[config.mk]
export PLATFORM = sky130hd
export DESIGN_NAME = ahb_cpu_master
export DESIGN_NICKNAME = d
export VERILOG_FILES = /design/src/rtl/ahb_pkg.sv /design/src/rtl/ahb_mst_align_chk.sv /design/src/rtl/ahb_cpu_master.sv
export SDC_FILE = /design/constraint.sdc
export NUM_CORES = 1
export LEC_CHECK = 0
export CAP_MARGIN = 20
export CORE_AREA = 3 3 123 125
export DETAILED_ROUTE_END_ITERATION = 10
export DIE_AREA = 0 0 126 128
export GPL_TIMING_DRIVEN = 1
export PLACE_DENSITY_LB_ADDON = 0.1
export SYNTH_ARGS = -nofsm -noshare
export SYNTH_HDL_FRONTEND = slang
export SYNTH_SLANG_ARGS = --single-unit
[constraint.sdc]
create_clock -name HCLK -period 2 [get_ports HCLK]
set_input_delay 0.4 -clock HCLK [delete_from_list [all_inputs] [get_ports HCLK]]
set_output_delay 0.4 -clock HCLK [all_outputs]
set_load 0.05 [all_outputs]
[src/rtl/ahb_pkg.sv]
// Shared AHB definitions: bus widths, HTRANS/HRESP encodings, HSIZE/HBURST constants
// and the CPU-master FSM state type.
package ahb_pkg;

  localparam int unsigned AHB_ADDR_BITS = 32;
  localparam int unsigned AHB_DATA_BITS = 32;

  typedef enum logic [1:0] {
    HTRANS_IDLE   = 2'b00,
    HTRANS_BUSY   = 2'b01,
    HTRANS_NONSEQ = 2'b10,
    HTRANS_SEQ    = 2'b11
  } htrans_e;

  typedef enum logic [1:0] {
    HRESP_OKAY  = 2'b00,
    HRESP_ERROR = 2'b01,
    HRESP_RETRY = 2'b10,
    HRESP_SPLIT = 2'b11
  } hresp_e;

  localparam logic [2:0] HSIZE_BYTE    = 3'b000;
  localparam logic [2:0] HSIZE_HALF    = 3'b001;
  localparam logic [2:0] HSIZE_WORD    = 3'b010;
  localparam logic [2:0] HBURST_SINGLE = 3'b000;

  typedef enum logic [2:0] {
    ST_IDLE,
    ST_ADDR,
    ST_DATA,
    ST_ERR2,
    ST_RTRY
  } mst_state_e;

endpackage

[src/rtl/ahb_mst_align_chk.sv]
// Combinational size/address alignment check for the AHB CPU master.
// Byte is always aligned; half needs addr[0]=0; word needs addr[1:0]=0; larger sizes are rejected.
module ahb_mst_align_chk
  import ahb_pkg::*;
(
  input  logic [2:0] size,
  input  logic [1:0] addr_lo,
  output logic       misaligned
);

  always_comb begin
    misaligned = 1'b0;
    case (size)
      HSIZE_BYTE: misaligned = 1'b0;
      HSIZE_HALF: misaligned = addr_lo[0];
      HSIZE_WORD: misaligned = (addr_lo != 2'b00);
      default:    misaligned = 1'b1;
    endcase
  end

endmodule

[src/rtl/ahb_cpu_master.sv]
// Non-pipelined AHB initiator bridging a CPU req/ack load/store port to single transfers.
// Optional macro AHB_MST_POSTED_WR_EN: stores are acked early and bus failures flag posted_err.
module ahb_cpu_master
  import ahb_pkg::*;
#(
  parameter int unsigned ADDR_W    = AHB_ADDR_BITS,
  parameter int unsigned DATA_W    = AHB_DATA_BITS,
  parameter int unsigned MAX_RETRY = 4
) (
  input  logic              HCLK,
  input  logic              HRESETn,
  input  logic              cpu_req,
  input  logic              cpu_we,
  input  logic [ADDR_W-1:0] cpu_addr,
  input  logic [2:0]        cpu_size,
  input  logic [DATA_W-1:0] cpu_wdata,
  output logic              cpu_ack,
  output logic              cpu_err,
  output logic [DATA_W-1:0] cpu_rdata,
  output logic              posted_err,
  output logic [ADDR_W-1:0] HADDR,
  output logic [1:0]        HTRANS,
  output logic              HWRITE,
  output logic [2:0]        HSIZE,
  output logic [2:0]        HBURST,
  output logic [DATA_W-1:0] HWDATA,
  input  logic [DATA_W-1:0] HRDATA,
  input  logic              HREADY,
  input  logic [1:0]        HRESP
);

  localparam int unsigned RC_W = $clog2(MAX_RETRY + 1);
  localparam logic [RC_W-1:0] RETRY_LIM = RC_W'(MAX_RETRY);

  mst_state_e        state;
  logic [RC_W-1:0]   retry_cnt;
  logic [DATA_W-1:0] wdata_q;
  logic              misaligned;
  logic              accept;
  logic              bad_req;
  logic              done;
  logic              fail;
  logic              posted_q;
  logic              early_ack;

  ahb_mst_align_chk u_align (
    .size       (cpu_size),
    .addr_lo    (cpu_addr[1:0]),
    .misaligned (misaligned)
  );

  assign HBURST  = HBURST_SINGLE;
  // cpu_req is ignored while the previous ack is still on the wire
  assign accept  = (state == ST_IDLE) && cpu_req && !cpu_ack && !misaligned;
  assign bad_req = (state == ST_IDLE) && cpu_req && !cpu_ack &&  misaligned;

  always_comb begin
    done = 1'b0;
    fail = 1'b0;
    case (state)
      ST_DATA: if (HREADY) begin
        done = 1'b1;
        fail = (HRESP != HRESP_OKAY);
      end
      ST_ERR2: if (HREADY) begin
        done = 1'b1;
        fail = 1'b1;
      end
      ST_RTRY: if (HREADY && (retry_cnt >= RETRY_LIM)) begin
        done = 1'b1;
        fail = 1'b1;
      end
      default: ;
    endcase
  end

`ifdef AHB_MST_POSTED_WR_EN
  assign early_ack = cpu_we;

  always_ff @(posedge HCLK or negedge HRESETn) begin
    if (!HRESETn) begin
      posted_q   <= 1'b0;
      posted_err <= 1'b0;
    end else begin
      if (accept)
        posted_q <= cpu_we;
      if (done && posted_q && fail)
        posted_err <= 1'b1;
    end
  end
`else
  assign early_ack  = 1'b0;
  assign posted_q   = 1'b0;
  assign posted_err = 1'b0;
`endif

  always_ff @(posedge HCLK or negedge HRESETn) begin
    if (!HRESETn) begin
      state     <= ST_IDLE;
      retry_cnt <= '0;
      wdata_q   <= '0;
      HADDR     <= '0;
      HTRANS    <= HTRANS_IDLE;
      HWRITE    <= 1'b0;
      HSIZE     <= '0;
      HWDATA    <= '0;
      cpu_ack   <= 1'b0;
      cpu_err   <= 1'b0;
      cpu_rdata <= '0;
    end else begin
      cpu_ack <= 1'b0;
      cpu_err <= 1'b0;
      case (state)
        ST_IDLE: begin
          HTRANS <= HTRANS_IDLE;
          if (bad_req) begin
            cpu_ack <= 1'b1;
            cpu_err <= 1'b1;
          end else if (accept) begin
            HADDR   <= cpu_addr;
            HWRITE  <= cpu_we;
            HSIZE   <= cpu_size;
            wdata_q <= cpu_wdata;
            HTRANS  <= HTRANS_NONSEQ;
            cpu_ack <= early_ack;
            state   <= ST_ADDR;
          end
        end
        ST_ADDR: if (HREADY) begin
          HTRANS <= HTRANS_IDLE;
          HWDATA <= wdata_q;
          state  <= ST_DATA;
        end
        ST_DATA: begin
          if (done)
            state <= ST_IDLE;
          else if (HRESP == HRESP_ERROR)
            state <= ST_ERR2;
          else if (HRESP != HRESP_OKAY)
            state <= ST_RTRY;
        end
        ST_ERR2: if (done) state <= ST_IDLE;
        // Second RETRY/SPLIT cycle: re-issue the same address phase while budget remains
        ST_RTRY: if (HREADY) begin
          if (done) begin
            state <= ST_IDLE;
          end else begin
            retry_cnt <= retry_cnt + 1'b1;
            HTRANS    <= HTRANS_NONSEQ;
            state     <= ST_ADDR;
          end
        end
        default: state <= ST_IDLE;
      endcase

      if (done) begin
        retry_cnt <= '0;
        if (!posted_q) begin
          cpu_ack <= 1'b1;
          cpu_err <= fail;
          if (!HWRITE && !fail)
            cpu_rdata <= HRDATA;
        end
      end
    end
  end

endmodule

==> run_results.csv <==
group,metric,value,unit
routing,viasPerCell,4.70,
global_routing,grt_overflow,0,
timing,final.min_clock_period,1.96,ns
setup_path,r2r_setup_slack,0.22,ns
setup_path,end_kind,"output pin",
clocking,cts_sinks,141,
timing,fmax,511,MHz
logic_synthesis,yosysTopAreaCell,"dfrtp_1",
logic_synthesis,ys_seq_elements,141,
timing,fin_crit_sh,97.9,%
clocking,clock_latency,0.41,ns
finish,synthToLayoutAreaGrowth,55.9,%
status,outcome,"finished, final reports clean",
logic_synthesis,yosysWarnings,0,
setup_path,crit_type,"flip-flop to output pin",
setup_path,r2r_start,"state[2]$_DFFE_PN0P_",
finish,fin_cells,777,
routing,wl_per_cell,16.1,µm
setup_path,cp_num_buf_inv,1,
power,p_per_area,1790,nW/µm²
logic_synthesis,syn_inst,352,
logic_synthesis,ys.flop_type,"dfrtp_1",
timing,drv_slew,0,
setup_path,startpoint,"HADDR[17]$_DFFE_PN0P_",
placement,dpl_cell_area,8010,µm²
logic_synthesis,ys_seq_area_share,62.9,%
clocking,cts_tree,"built",
placement,place_inst,744,
setup_path,regToRegEndpoint,"state[0]$_DFFE_PN0P_",
die,core_area,14000,µm²
die,die_h,128,µm
global_routing,first_global_vias,3962,
clocking,clock_path_buffers,2,
global_routing,busiest_layer,"met2",
finish,final_area,8740,µm²
global_routing,grt_use_met3,6.79,%
logic_synthesis,yosys-top-cells-count,"dfrtp_1 (141), mux2_2 (120), buf_4 (9)",
logic_synthesis,synth.avg_cell_area,15.9,µm²
die,io-pin-count,214,
placement,hpwl,9.04,mm
logic_synthesis,synth.distinct_cells,43,
logic_synthesis,synth_edf_count,0,
power,p_leak,4.46,nW
power,p_total,15.6,mW
die,die_w,126,µm
logic_synthesis,synth.most_common_cell,"dfrtp_1",
setup_path,path_delay_family,"buffers and inverters",
setup_path,crit_path_end,"HADDR[17]",
timing,setup_ws,0.0427,ns
setup_path,start_kind,"flip-flop",
placement,dp_slack,-0.241,ns
timing,setup_viol,0,
clocking,ctsHtreeMaxLevel,4,
routing,antenna_left,0,
routing,dr.pass1.iters,4,
clocking,postCtsSetupBuffers,0,
routing,route.detailed.drc,0,
clocking,numCtsBuffers,17,
routing,vias,3653,
die,dieArea,16100,µm²
global_routing,use_met2,25.1,%
logic_synthesis,async_flop_share,100,%
clocking,clkTransAtPathRegs,0.06,ns
setup_path,crit_arrival,1.56,ns
setup_path,cpMaxStageDelayCell,"clkdlybuf4s50_1",
setup_path,cp.required,1.60,ns
timing,hold_viol,0,
routing,dr.first_iter.drc_count,75,
placement,portBuffers,208,
setup_path,path_cells,"clkdlybuf4s50_1",
setup_path,worst-r2r-cell-count,5,
clocking,cts_root_buf,"clkbuf_16",
logic_synthesis,synth.top_cells.by_area,"dfrtp_1 (63%), mux2_2 (24%), mux2_4 (2.1%), buf_4 (1.2%), buf_6 (1.0%)",
setup_path,cpPeakStageDelay,0.80,ns
global_routing,antenna_found_initial,0,
min_path,hold_path.class,"input pin to asynchronous set/reset pin",
power,ir_drop,0.000883,V
global_routing,grtUsageTotal,15.9,%
die,rows,43,
global_routing,grt_pass1_wl,20.1,mm
timing,max-slew-margin-rel,64.6,%
flow_run,maxCapViolCount,0,
timing,tightest_slew,0.530,ns
setup_path,worst-path-stages,1,
global_routing,met1_usage,19.4,%
finish,layout-drive-gt1-share,33.0,%
logic_synthesis,synth_area,5610,µm²
finish,nets,691,
timing,final.setup_skew,0.00544,ns
setup_path,critPathMaxFanout,2,
placement,gp_congestion,0.785,
die,start_util,40.1,%
finish,diodes,0,
global_routing,grt_max_degree,55,
logic_synthesis,synth_top_area_share,62.9,%
routing,postRouteWirelength,12.5,mm
## worst min path at each step
| stage | start | to | slack, ns | cells after the start |
|---|---|---|---|---|
| finish | HRESETn | cpu_rdata[16]$_DFFE_PN0P_ | 0.39 | 2 |
| global route | HRESETn | cpu_rdata[16]$_DFFE_PN0P_ | 0.40 | 2 |
| CTS | HRESETn | cpu_rdata[16]$_DFFE_PN0P_ | 0.37 | 2 |
| detailed placement | HRESETn | cpu_rdata[16]$_DFFE_PN0P_ | 0.24 | 1 |
| global placement | HRESETn | cpu_rdata[28]$_DFFE_PN0P_ | 0.25 | 1 |
| floorplan | HRESETn | HADDR[0]$_DFFE_PN0P_ | 0.10 | 0 |
## layout make-up
| cell class | count | area [µm²] |
|---|---|---|
| flip-flops and latches | 141 | 3530 |
| clock inverters | 11 | 163 |
| fillers | 1115 | 5250 |
| multi-input cells | 188 | 1930 |
| clock buffers | 21 | 480 |
| repair buffers | 232 | 2400 |
| well taps | 180 | 225 |
| inverters | 4 | 15.0 |
## routing by layer
metal | up-vias | routed length (µm)
li1 | 1716 | -
met1 | 1787 | 5170
met2 | 135 | 6070
met3 | 15 | 1100
met4 | 0 | 161
met5 | - | 0
## metrics by stage
step	util [%]	hold WS (ns)	TNS [ns]
2_1_floorplan	-	0.104	0
3_3_place_gp	57.3	0.245	-12.67
3_5_place_dp	57.3	0.244	-14.52
4_1_cts	61.7	0.370	0
5_1_grt	62.5	0.402	-0.00456
6_report	62.5	0.392	0
## kinds of logic (layout without fill, tap and decap cells)
kind of cell | count (synthesis) | after routing | share of synthesized area, %
AOI/OAI and AO/OA | 21 | 21 | 2.79
xor gates and xnor gates | 1 | 1 | 0.156
adders and majority gates | 1 | 1 | 0.223
buffers and inverters | 27 | 268 | 3.23
DFF | 141 | 141 | 62.9
muxes | 135 | 135 | 27.6
other | 1 | 5 | 0.0669
and+or+nand+nor | 25 | 25 | 3.01
## report_power, final
group	internal [mW]	total, mW	switching (mW)	leakage (nW)
registers	4.17	4.82	0.650	1.76
logic	2.84	7.47	4.63	2.38
clock network	2.21	3.35	1.14	0.311
## what timing repair did
action / 4_1_cts / 5_1_grt
resized for setup: 29 / 45
setup endpoints to repair: 29 / 45
hold buffers: 1 / 0
hold endpoints to repair: 14 / 0
cloned: 0 / 0
## registers in the layout, summed over array words and instances (netlist names)
register   count
HADDR         32
HWDATA        32
cpu_rdata     32
wdata_q       32
HSIZE          3
retry_cnt      3
state          3
HTRANS         1
HWRITE         1
cpu_ack        1
cpu_err        1
## cell usage in the layout (no fill, tap or decap), drive strengths merged, types with 3 or more instances in the layout
cell type / instances
nor3b: 4
bufinv: 4
dfrtp: 141
clkdlybuf4s50: 126
conb: 5
dlygate4sd2: 29
buf: 31
clkbuf: 21
dlymetal6s2s: 45
nor2: 6
inv: 4
mux2: 133
clkinvlp: 3
o21ai: 6
clkinv: 4
Power figures use the tool's default switching activity.
